### src/rtl/instr_decode_stage.sv
// Decode stage between fetch and execute: decodes raw instruction words into fields and
// control flags, buffered by an output register plus a skid register so in_ready is registered.
module instr_decode_stage #(
   parameter int PC_W = 32
) (
   input  logic            clk,
   input  logic            rst,
   input  logic            flush,
   input  logic            in_valid,
   output logic            in_ready,
   input  logic [31:0]     in_instr,
   input  logic [PC_W-1:0] in_pc,
   output logic            out_valid,
   input  logic            out_ready,
   output logic [PC_W-1:0] out_pc,
   output logic [6:0]      out_op,
   output logic [2:0]      out_funct3,
   output logic [6:0]      out_funct7,
   output logic [4:0]      out_rd,
   output logic [4:0]      out_cond,
   output logic [4:0]      out_rs1,
   output logic [4:0]      out_rs2,
   output logic [31:0]     out_imm,
   output logic            out_uses_rs1,
   output logic            out_uses_rs2,
   output logic            out_writes_rd,
   output logic            out_illegal
);

   typedef enum logic [6:0] {
      OP_NOP    = 7'h00,
      OP_LD     = 7'h03,
      OP_ARITHI = 7'h13,
      OP_LDUIPC = 7'h17,
      OP_ST     = 7'h23,
      OP_ARITH  = 7'h33,
      OP_LDUI   = 7'h37,
      OP_BR     = 7'h63,
      OP_JALR   = 7'h67,
      OP_BRR    = 7'h6B,
      OP_JAL    = 7'h6F
   } op_t;

   typedef struct packed {
      logic [6:0] funct7;
      logic [4:0] rs2;
      logic [4:0] rs1;
      logic [2:0] funct3;
      logic [4:0] rd;
      logic [6:0] op;
   } enc_t;

   typedef struct packed {
      logic [PC_W-1:0] pc;
      logic [6:0]      op;
      logic [2:0]      funct3;
      logic [6:0]      funct7;
      logic [4:0]      rd;
      logic [4:0]      cond;
      logic [4:0]      rs1;
      logic [4:0]      rs2;
      logic [31:0]     imm;
      logic            uses_rs1;
      logic            uses_rs2;
      logic            writes_rd;
      logic            illegal;
   } beat_t;

   enc_t  enc_s;
   beat_t dec_s;
   beat_t out_r;
   beat_t skid_r;
   logic  out_valid_r;
   logic  skid_valid_r;
   logic  accept_s;

   assign enc_s    = in_instr;
   assign accept_s = in_valid && !skid_valid_r && !flush;

   // Combinational decode of the word currently offered by fetch.
   always_comb begin
      dec_s    = '0;
      dec_s.pc = in_pc;
      dec_s.op = enc_s.op;
      case (enc_s.op)
         OP_ARITH: begin
            dec_s.funct3    = enc_s.funct3;
            dec_s.funct7    = enc_s.funct7;
            dec_s.uses_rs1  = 1'b1;
            dec_s.uses_rs2  = 1'b1;
            dec_s.writes_rd = 1'b1;
         end
         OP_ARITHI, OP_JALR: begin
            dec_s.funct3    = enc_s.funct3;
            dec_s.imm       = {{20{in_instr[31]}}, in_instr[31:20]};
            dec_s.uses_rs1  = 1'b1;
            dec_s.writes_rd = 1'b1;
         end
         OP_LD: begin
            dec_s.funct3    = enc_s.funct3;
            dec_s.imm       = {{20{in_instr[31]}}, in_instr[31:20]};
            dec_s.uses_rs1  = 1'b1;
            dec_s.writes_rd = 1'b1;
            dec_s.illegal   = (enc_s.funct3 == 3'b011) || (enc_s.funct3 == 3'b110) ||
                              (enc_s.funct3 == 3'b111);
         end
         OP_ST: begin
            dec_s.funct3    = enc_s.funct3;
            dec_s.imm       = {{20{in_instr[31]}}, in_instr[31:25], in_instr[11:7]};
            dec_s.uses_rs1  = 1'b1;
            dec_s.uses_rs2  = 1'b1;
            dec_s.illegal   = (enc_s.funct3 > 3'b010);
         end
         OP_LDUI, OP_LDUIPC: begin
            dec_s.imm       = {in_instr[31:12], 12'h000};
            dec_s.writes_rd = 1'b1;
         end
         OP_JAL: begin
            dec_s.imm       = {{10{in_instr[31]}}, in_instr[31:12], 2'b00};
            dec_s.writes_rd = 1'b1;
         end
         OP_BR: begin
            dec_s.imm       = {{10{in_instr[31]}}, in_instr[31:12], 2'b00};
            dec_s.cond      = enc_s.rd;
         end
         OP_BRR: begin
            dec_s.funct3    = enc_s.funct3;
            dec_s.imm       = {{20{in_instr[31]}}, in_instr[31:20]};
            dec_s.uses_rs1  = 1'b1;
            dec_s.cond      = enc_s.rd;
         end
         OP_NOP: begin
            dec_s.illegal   = 1'b0;
         end
         default: begin
            dec_s.illegal   = 1'b1;
         end
      endcase
      // An illegal word keeps only its pc and opcode so execute can trap on it.
      if (dec_s.illegal) begin
         dec_s         = '0;
         dec_s.pc      = in_pc;
         dec_s.op      = enc_s.op;
         dec_s.illegal = 1'b1;
      end else begin
         dec_s.writes_rd = dec_s.writes_rd && (enc_s.rd != 5'd0);
      end
      dec_s.rd  = dec_s.writes_rd ? enc_s.rd  : 5'd0;
      dec_s.rs1 = dec_s.uses_rs1  ? enc_s.rs1 : 5'd0;
      dec_s.rs2 = dec_s.uses_rs2  ? enc_s.rs2 : 5'd0;
   end

   // Output register and skid register; skid drains first to keep strict FIFO order.
   always_ff @(posedge clk or posedge rst) begin
      if (rst) begin
         out_valid_r  <= 1'b0;
         skid_valid_r <= 1'b0;
         out_r        <= '0;
         skid_r       <= '0;
      end else if (flush) begin
         out_valid_r  <= 1'b0;
         skid_valid_r <= 1'b0;
      end else if (!out_valid_r || out_ready) begin
         if (skid_valid_r) begin
            out_r        <= skid_r;
            out_valid_r  <= 1'b1;
            skid_valid_r <= 1'b0;
         end else if (accept_s) begin
            out_r        <= dec_s;
            out_valid_r  <= 1'b1;
         end else begin
            out_valid_r  <= 1'b0;
         end
      end else if (accept_s) begin
         skid_r       <= dec_s;
         skid_valid_r <= 1'b1;
      end
   end

   assign in_ready      = !skid_valid_r;
   assign out_valid     = out_valid_r;
   assign out_pc        = out_r.pc;
   assign out_op        = out_r.op;
   assign out_funct3    = out_r.funct3;
   assign out_funct7    = out_r.funct7;
   assign out_rd        = out_r.rd;
   assign out_cond      = out_r.cond;
   assign out_rs1       = out_r.rs1;
   assign out_rs2       = out_r.rs2;
   assign out_imm       = out_r.imm;
   assign out_uses_rs1  = out_r.uses_rs1;
   assign out_uses_rs2  = out_r.uses_rs2;
   assign out_writes_rd = out_r.writes_rd;
   assign out_illegal   = out_r.illegal;

endmodule
### config.mk
export PLATFORM = sky130hd
export DESIGN_NAME = instr_decode_stage
export DESIGN_NICKNAME = d
export VERILOG_FILES = /design/src/rtl/instr_decode_stage.sv
export SDC_FILE = /design/constraint.sdc
export NUM_CORES = 1
export LEC_CHECK = 0
export ABC_CLOCK_PERIOD_IN_PS = 8250
export CELL_PAD_IN_SITES_DETAIL_PLACEMENT = 1
export CELL_PAD_IN_SITES_GLOBAL_PLACEMENT = 1
export CORE_ASPECT_RATIO = 0.5
export CORE_UTILIZATION = 41
export CTS_CLUSTER_DIAMETER = 200
export DETAILED_ROUTE_END_ITERATION = 16
export HOLD_SLACK_MARGIN = 0.03
export PLACE_DENSITY_LB_ADDON = 0.1
export REMOVE_ABC_BUFFERS = 1
export SLEW_MARGIN = 20
export SYNTH_ARGS = -nofsm -noshare
export SYNTH_HDL_FRONTEND = slang
export SYNTH_SLANG_ARGS = --single-unit
export TNS_END_PERCENT = 10
### constraint.sdc
create_clock -name clk -period 8.25 [get_ports clk]
set_clock_uncertainty 0.15 [all_clocks]
set_input_delay 1.65 -clock clk [delete_from_list [all_inputs] [get_ports clk]]
set_output_delay 1.65 -clock clk [all_outputs]
set_load 0.02 [all_outputs]
==> results of run 1 <==
-- flip-flops by register name, summed over array words and instances, names as in the netlist, 3 cells and up --
register    cells
out_pc         32
out_rs1         5
out_cond        5
out_rd          5
skid_r        105
out_funct7      7
out_op          7
out_rs2         5
out_imm        32
out_funct3      3
-- worst reg2reg max path: cells and delay by family, from the launching register on --
family	cells	cell delay [ns]
and+or+nand+nor	4	1.96
AOI/OAI and AO/OA	1	0.50
DFF	1	0.78
-- cell usage in the layout (no fill, tap or decap), drive strengths merged, types with 2 or more instances in the layout --
master	instances
o21a	5
nor4	4
nand3b	2
clkbuf	28
and3	7
o31ai	24
nand3	18
o31a	2
o211ai	6
a2bb2oi	3
mux2i	41
nor2	69
nor3	6
buf	10
and3b	2
a21oi	89
mux2	41
or2	2
a32o	6
a32oi	3
a31oi	15
and2	12
or4	2
a211oi	3
inv	6
dfrtp	212
nor2b	3
a22o	9
o21ai	94
nand2b	3
clkdlybuf4s50	175
a31o	2
or3	3
o22ai	22
clkinv	3
a221o	2
nand2	152
-- area by class of cell --
class | count | area, sq um | share of cell area (%)
Clock buffer | 28 | 571.8 | 4.705
Clock inverter | 4 | 26.28 | 0.2162
Inverter | 6 | 30.03 | 0.2471
Multi-Input combinational cell | 664 | 4005 | 32.96
Sequential cell | 212 | 5309 | 43.68
Tap cell | 307 | 384.1 | 3.161
Timing Repair Buffer | 185 | 1827 | 15.03
-- cells by family after synthesis --
family	synth area share (%)
flops	54.90
compound gates	18.88
simple gates	13.31
mux	9.025
buf+inv	3.884
-- per-stage QoR --
| step | total power, uW | hold WS (ns) |
|---|---|---|
| after floorplan | 1527 | 0.2903 |
| after global placement | 1787 | 0.3039 |
| after detailed placement | 1808 | 0.3134 |
| after CTS | 2704 | 0.3286 |
| after global routing | 2791 | 0.3494 |
| final | 2674 | 0.3239 |
-- path summary, 6_finish.rpt --
path | slack [ns] | from | endpoint
hold reg to reg | 0.32 | skid_r[45]$_DFFE_PP0P_ | skid_r[45]$_DFFE_PP0P_
hold / removal | 0.32 | skid_r[45]$_DFFE_PP0P_ | skid_r[45]$_DFFE_PP0P_
setup / recovery | 3.62 | in_instr[1] | skid_r[12]$_DFFE_PP0P_
max in group asynchronous | 5.08 | rst | out_funct7[5]$_DFFE_PP0P_
min in group asynchronous | 1.46 | rst | skid_r[103]$_DFFE_PP0P_
setup reg to reg | 4.75 | skid_valid_r$_DFFE_PP0P_ | out_imm[4]$_DFFE_PP0P_
-- report_power, final --
group	internal, uW	switching (uW)
combinational	252	287
sequential	1170	75.7
clock	484	406
total	1900	769
-- layer usage --
layer	GRT usage (%)	routed length, um
met5	0	0
met4	5.324	395
met3	5.868	1614
met2	37.30	13320
met1	33.73	13170
==> impl_metrics.tcl, run 1 <==
set metrics [dict create \
    cts_resized 0 \
    preCtsSetupSlack_ns 3.157 \
    gr-total-overflow 0 \
    syn_area_per_cell_sq_um 10.08 \
    clock_latency_ns 0.51 \
    syn_area_sq_um 9663 \
    grt_antenna_before_repair 0 \
    hold_depth 2 \
    synth_ff_type "dfrtp_1" \
    synth.yosys.seq_area_share_pct 54.90 \
    slew_violations 0 \
    gp_congestion 0.8327 \
    wl_per_cell_um 20.27 \
    drtIter0Drc 469 \
    die_h_um 110.6 \
    hp-class "flip-flop to flip-flop" \
    yosysTopAreaCellShare_pct 54.90 \
    tns_ns 0 \
    die_w_um 219.1 \
    slew_headroom_pct 29.60 \
    period_share_pct 56.13 \
    path_cells "clkdlybuf4s50_1 -> and2_0 -> and2_1 -> a211o_1 -> or2_1 -> o21ai_0" \
    fp.coreArea_sq_um 22980 \
    worst_slew_pin_slew_ns 1.053 \
    final_core_util_pct 52.88 \
    path_buf_inv 1 \
    maxCapViolCount 0 \
    dp_hpwl_um 18490 \
    drc 0 \
    synthArstFlopShare_pct 100.0 \
    initial_core_util_pct 42.04 \
    rsz0062_at_grt "false" \
    drt_pre_antenna_iters 4 \
    grt_pass1_wl_um 46060 \
    yosysTopAreaCell "dfrtp_1" \
    nets 1159 \
    diodes 0 \
    arrival_ns 4.85 \
    path_clk_slew_ns 0.07 \
    ys_seq_elements 212 \
    cts_buffer_depth 3 \
    crit_required_ns 8.47 \
    grt_pass1_vias 8270 \
    cts_tree "done" \
    io_pins 176 \
    dpl.cell_count 1374 \
    layout-drive-gt1-share_pct 9.372 \
    yosysUniqueCellTypes 64 \
    clock-sinks 212 \
    synth_edf_count 0 \
    grt_max_degree 93 \
    antenna_left 0 \
    p_per_area_nw_per_um2 220.0 \
    rr_worst_depth 5 \
    crit_family "simple AND/OR/NAND/NOR gates" \
    cpMaxStageDelayCell "and2_0" \
    portBuffers 175 \
    wl_um 28500 \
    vias 7875 \
    critPathMaxStageDelay_ns 0.75 \
    syn_inst 959 \
    crit_path_max_fanout 21 \
    fmax_ghz 0.2159 \
    hold_violations 0 \
    cts_setup_buffers 0 \
    crit_path_start_kind "input port" \
    status "complete, no violations" \
    via_per_inst 5.601 \
    yosys_warnings 0 \
    ys_top_cells_by_area "dfrtp_1 (55%), nand2_1 (5.9%), mux2_2 (4.8%)" \
    fin_area_sq_um 12150 \
    cts_hold_buf 0 \
    power_leakage_uw 0.004931 \
    dieArea_sq_um 24220 \
    finalWorstSetupSlack_ns 3.619 \
    synth.most_common_cell "dfrtp_1" \
    cp_num_cells 6 \
    rows 39 \
    final.min_clock_period_ns 4.631 \
    layout.cells.non_filler 1406 \
    track_usage_pct 23.95 \
    fill_cells 2559 \
    end_kind "flip-flop" \
    synthTopCellsByCount "dfrtp_1 (212), nand2_1 (152), a21oi_1 (87)" \
    dpl_cell_area_sq_um 11550 \
    cts_made_buffers 21 \
    setup_viol 0 \
    critPathKind "input port to flip-flop" \
    cts_root_buf "clkbuf_16" \
    area_delta_synth_final_pct 25.77 \
    h-tree-depth 1 \
    ir_drop_uv 112.8 \
]
No activity file was read; power rests on OpenSTA's default activity.
==> run 2, diff against run 1 <==
ABC_CLOCK_PERIOD_IN_PS = 4670   (was 8250)
clock period = 4.67 ns   (was 8.25 ns; I/O delays follow)
==> impl_metrics.tcl, run 2 (synthesized netlist as in run 1, its figures left out) <==
set metrics [dict create \
    grt_antenna_before_repair 0 \
    slew_headroom_pct 30.65 \
    hold_depth 2 \
    p_per_area_nw_per_um2 402.9 \
    portBuffers 175 \
    final_core_util_pct 53.62 \
    period_share_pct 74.20 \
    busiest_layer "met2" \
    via_per_inst 5.638 \
    arrival_ns 2.38 \
    power_leakage_uw 0.005012 \
    crit_path_max_fanout 34 \
    dpl_cell_area_sq_um 11620 \
    vias 7984 \
    clock-sinks 212 \
    critPathMaxStageDelay_ns 0.71 \
    gp_congestion 0.8249 \
    h-tree-depth 1 \
    status "complete, no violations" \
    path_cells "clkinv_1 -> buf_4 -> clkdlybuf4s50_1" \
    cts_setup_buffers 0 \
    p_seq_share_pct 44.4 \
    die_w_um 219.1 \
    fmax_ghz 0.2886 \
    switching_share_pct 27.95 \
    cpMaxStageDelayCell "dfrtp_4" \
    use_met2_pct 41.37 \
    initial_core_util_pct 42.04 \
    grt_pass1_vias 8664 \
    clock_latency_ns 0.51 \
    crit_required_ns 3.59 \
    mostFrequentLayoutCell "dfrtp_1" \
    grt_max_degree 89 \
    layout-drive-gt1-share_pct 9.919 \
    worst_slew_pin_slew_ns 1.040 \
    rr_worst_depth 6 \
    p_sw_uw 1387 \
    diodes 0 \
    dieArea_sq_um 24220 \
    setup_viol 0 \
    antenna_left 0 \
    fin_area_sq_um 12320 \
    die_h_um 110.6 \
    critPathKind "flip-flop to output port" \
    timing.rr.start "skid_valid_r$_DFFE_PP0P_" \
    use_met1_pct 34.77 \
    fp.coreArea_sq_um 22980 \
    wl_per_cell_um 21.10 \
    hold_violations 0 \
    slew_violations 0 \
    wl_um 29880 \
    final_cell_mix "dfrtp_1 (211), clkdlybuf4s50_1 (175), nand2_1 (152), a21oi_1 (87), o21ai_0 (74)" \
    cts_resized 0 \
    drtIter0Drc 612 \
    cts_tree "done" \
    end_kind "output port" \
    nets 1164 \
    regToRegSetupSlack_ns 1.39 \
    hp-class "flip-flop to flip-flop" \
    dp_hpwl_um 18930 \
    grt_pass1_wl_um 48560 \
    area_delta_synth_final_pct 27.53 \
    cts_root_buf "clkbuf_16" \
    cts_made_buffers 21 \
    internal-power_uw 3577 \
    dpl.cell_count 1379 \
    clockPowerShare_pct 36.2 \
    cts_hold_buf 0 \
    largest_register_ff_count 105 \
    drt_pre_antenna_iters 5 \
    r2r_end "out_imm[0]$_DFFE_PP0P_" \
    p_total_uw 4965 \
    rsz0062_at_grt "false" \
    maxCapViolCount 0 \
    grtUsageMet3_pct 5.592 \
    final.min_clock_period_ns 3.465 \
    ir_drop_uv 330.5 \
    gr-total-overflow 0 \
    min_to "skid_r[64]$_DFFE_PP0P_" \
    rows 39 \
    path_clk_slew_ns 0.06 \
    drc 0 \
    io_pins 176 \
    track_usage_pct 25.38 \
    crit_path_start_kind "flip-flop" \
    comb_power_share_pct 19.4 \
    fill_cells 2519 \
    cts_buffer_depth 3 \
    worstHoldStart "skid_r[64]$_DFFE_PP0P_" \
    regMostFlops "skid_r" \
    layout.cells.non_filler 1416 \
]
## run 2: metal layers
metal  wire (um)  share of wire (%)  vias to the layer above
li1            -                  -                     3661
met1       13470                 45                     4107
met2       14300                 48                      176
met3        1645                5.5                       40
met4         466                1.6                        0
met5           0                  0                        -
## run 2: worst max-delay path, delay by kind of cell, from the launching register on
kind | cells | cell delay [ns]
buffers and inverters | 3 | 1.13
flip-flops | 1 | 0.71
## run 2: worst max path at each step
stage	endpoint	from
final	in_ready	skid_valid_r$_DFFE_PP0P_
after floorplan	out_rd[2]$_DFFE_PP0P_	skid_valid_r$_DFFE_PP0P_
after global routing	in_ready	skid_valid_r$_DFFE_PP0P_
after CTS	in_ready	skid_valid_r$_DFFE_PP0P_
after global placement	skid_r[15]$_DFFE_PP0P_	in_instr[5]
after detailed placement	skid_r[15]$_DFFE_PP0P_	in_instr[5]
## run 2: cell type report
class                      instances  area [sq um]  area share [%]
inverter                           6         30.03          0.2437
timing repair buffer             190          1889           15.33
clock buffer                      33         610.6           4.955
clock inverter                     4         95.09          0.7716
sequential                       212          5309           43.08
multi-input combinational        664          4005           32.50
tap                              307         384.1           3.117
## run 2: through the flow
step | hold WS (ns) | TNS [ns] | setup WS [ns]
2_1_floorplan | 0.2903 | -830.16 | -3.334
3_3_place_gp | 0.3039 | 0 | 0.8439
3_5_place_dp | 0.3124 | 0 | 0.7854
4_1_cts | 0.3266 | 0 | 1.180
5_1_grt | 0.3562 | 0 | 1.100
6_report | 0.3264 | 0 | 1.205
## run 2: power by group through the flow
stage	clock network (uW)	logic [uW]	registers [uW]
final	1800	965	2200
after floorplan	0	325	2370
after CTS	1840	978	2210
after global routing	1910	1040	2230
after detailed placement	0	972	2230
after global placement	0	948	2220
==> run 3, diff against run 2 <==
ABC_CLOCK_PERIOD_IN_PS = 2900   (was 4670)
CORE_UTILIZATION = 37   (was 41)
clock period = 2.9 ns   (was 4.67 ns; I/O delays follow)
==> impl_metrics.tcl, run 3 (synthesized netlist as in run 1, its figures left out) <==
set metrics [dict create \
    power_leakage_uw 0.005260 \
    area_delta_synth_final_pct 32.18 \
    drtIter0Drc 509 \
    cts_hold_buf 0 \
    dieArea_sq_um 26810 \
    cts_made_buffers 21 \
    nets 1208 \
    via_per_inst 5.345 \
    slew_violations 0 \
    path_clk_slew_ns 0.06 \
    cts_setup_buffers 0 \
    cts_buffer_depth 3 \
    largest_register_ff_count 105 \
    grt_max_degree 71 \
    arrival_ns 1.91 \
    status "complete, no violations" \
    hold_violations 0 \
    gp_congestion 0.8151 \
    portBuffers 175 \
    hp-class "input port to async pin" \
    wl_um 29620 \
    period_share_pct 91.08 \
    diodes 0 \
    cts_resized 0 \
    final.min_clock_period_ns 2.641 \
    clock-sinks 212 \
    end_kind "output port" \
    io_pins 176 \
    drt_pre_antenna_iters 5 \
    slew_headroom_pct 40.95 \
    vias 7996 \
    crit_path_max_fanout 23 \
    fmax_ghz 0.3786 \
    critPathKind "flip-flop to output port" \
    clock_latency_ns 0.52 \
    worst_slew_pin_slew_ns 0.8790 \
    p_per_area_nw_per_um2 611.6 \
    setup_viol 0 \
    layout-drive-gt1-share_pct 13.72 \
    wl_per_cell_um 19.80 \
    cts_root_buf "clkbuf_16" \
    fp.coreArea_sq_um 25440 \
    cts_tree "done" \
    crit_path_start_kind "flip-flop" \
    grt_pass1_wl_um 48030 \
    die_w_um 230.5 \
    drc 0 \
    final_cell_mix "dfrtp_1 (211), clkdlybuf4s50_1 (175), nand2_1 (152), a21oi_1 (87), o21ai_0 (74)" \
    dpl_cell_area_sq_um 12120 \
    gr-total-overflow 0 \
    ir_drop_uv 405.4 \
    dp_hpwl_um 19910 \
    fin_area_sq_um 12770 \
    grt_antenna_before_repair 0 \
    grt_pass1_vias 8642 \
    die_h_um 116.3 \
    h-tree-depth 1 \
    track_usage_pct 22.68 \
    rsz0062_at_grt "false" \
    mostFrequentLayoutCell "dfrtp_1" \
    crit_required_ns 2.17 \
    initial_core_util_pct 37.98 \
    maxCapViolCount 0 \
    p_total_uw 7812 \
    rows 41 \
    regMostFlops "skid_r" \
    antenna_left 0 \
]
## run 3: final timing paths
check,startpoint,end,slack [ns],cells after the start
max,skid_valid_r$_DFFE_PP0P_,in_ready,0.26,2
min,rst,skid_r[89]$_DFFE_PP0P_,0.32,2
max reg2reg,skid_valid_r$_DFFE_PP0P_,out_imm[3]$_DFFE_PP0P_,0.65,6
min reg2reg,skid_r[43]$_DFFE_PP0P_,skid_r[43]$_DFFE_PP0P_,0.32,2
max in group asynchronous,rst,out_funct7[2]$_DFFE_PP0P_,1.65,3
min in group clk,skid_r[43]$_DFFE_PP0P_,skid_r[43]$_DFFE_PP0P_,0.32,2
## run 3: metrics by stage
step | cells | hold slack (ns) | util (%) | TNS [ns] | setup WS [ns]
after floorplan | 882 | 0.2903 | - | -1504.17 | -5.104
after global placement | 1460 | 0.3039 | 47.63 | -0.4510 | -0.07295
after detailed placement | 1460 | 0.3130 | 47.63 | -2.175 | -0.2056
after CTS | 1496 | 0.3271 | 50.20 | 0 | 0.2223
after global routing | 1496 | 0.3433 | 50.20 | 0 | 0.1922
final | 1496 | 0.3157 | 50.20 | 0 | 0.2587
## run 3: area by class of cell
cell class | instances | area [sq um]
timing repair buffer | 234 | 2345
clock buffer | 30 | 619.3
multi-input combinational | 664 | 4005
inverter | 6 | 30.03
fill | 2839 | 12670
sequential | 212 | 5309
clock inverter | 6 | 33.78
tap | 344 | 430.4
## run 3: critical path, stage by stage, from the launching register on
cell             delay [ns]
dfrtp_4                0.63
clkinv_1               0.18
clkdlybuf4s50_1        0.57
## run 3: per-layer routing
metal | track usage (%) | vias to the layer above | routed length, um
met5 | 0 | - | 0
met2 | 38.80 | 149 | 14400
met4 | 4.768 | 0 | 522
li1 | - | 3748 | -
met3 | 4.761 | 37 | 1445
met1 | 30.01 | 4062 | 13250
## run 3: report_power, final
part | internal (uW) | switching, uW | total, uW
Sequential | 3330 | 214 | 3540
Combinational | 765 | 826 | 1590
Clock | 1480 | 1200 | 2680
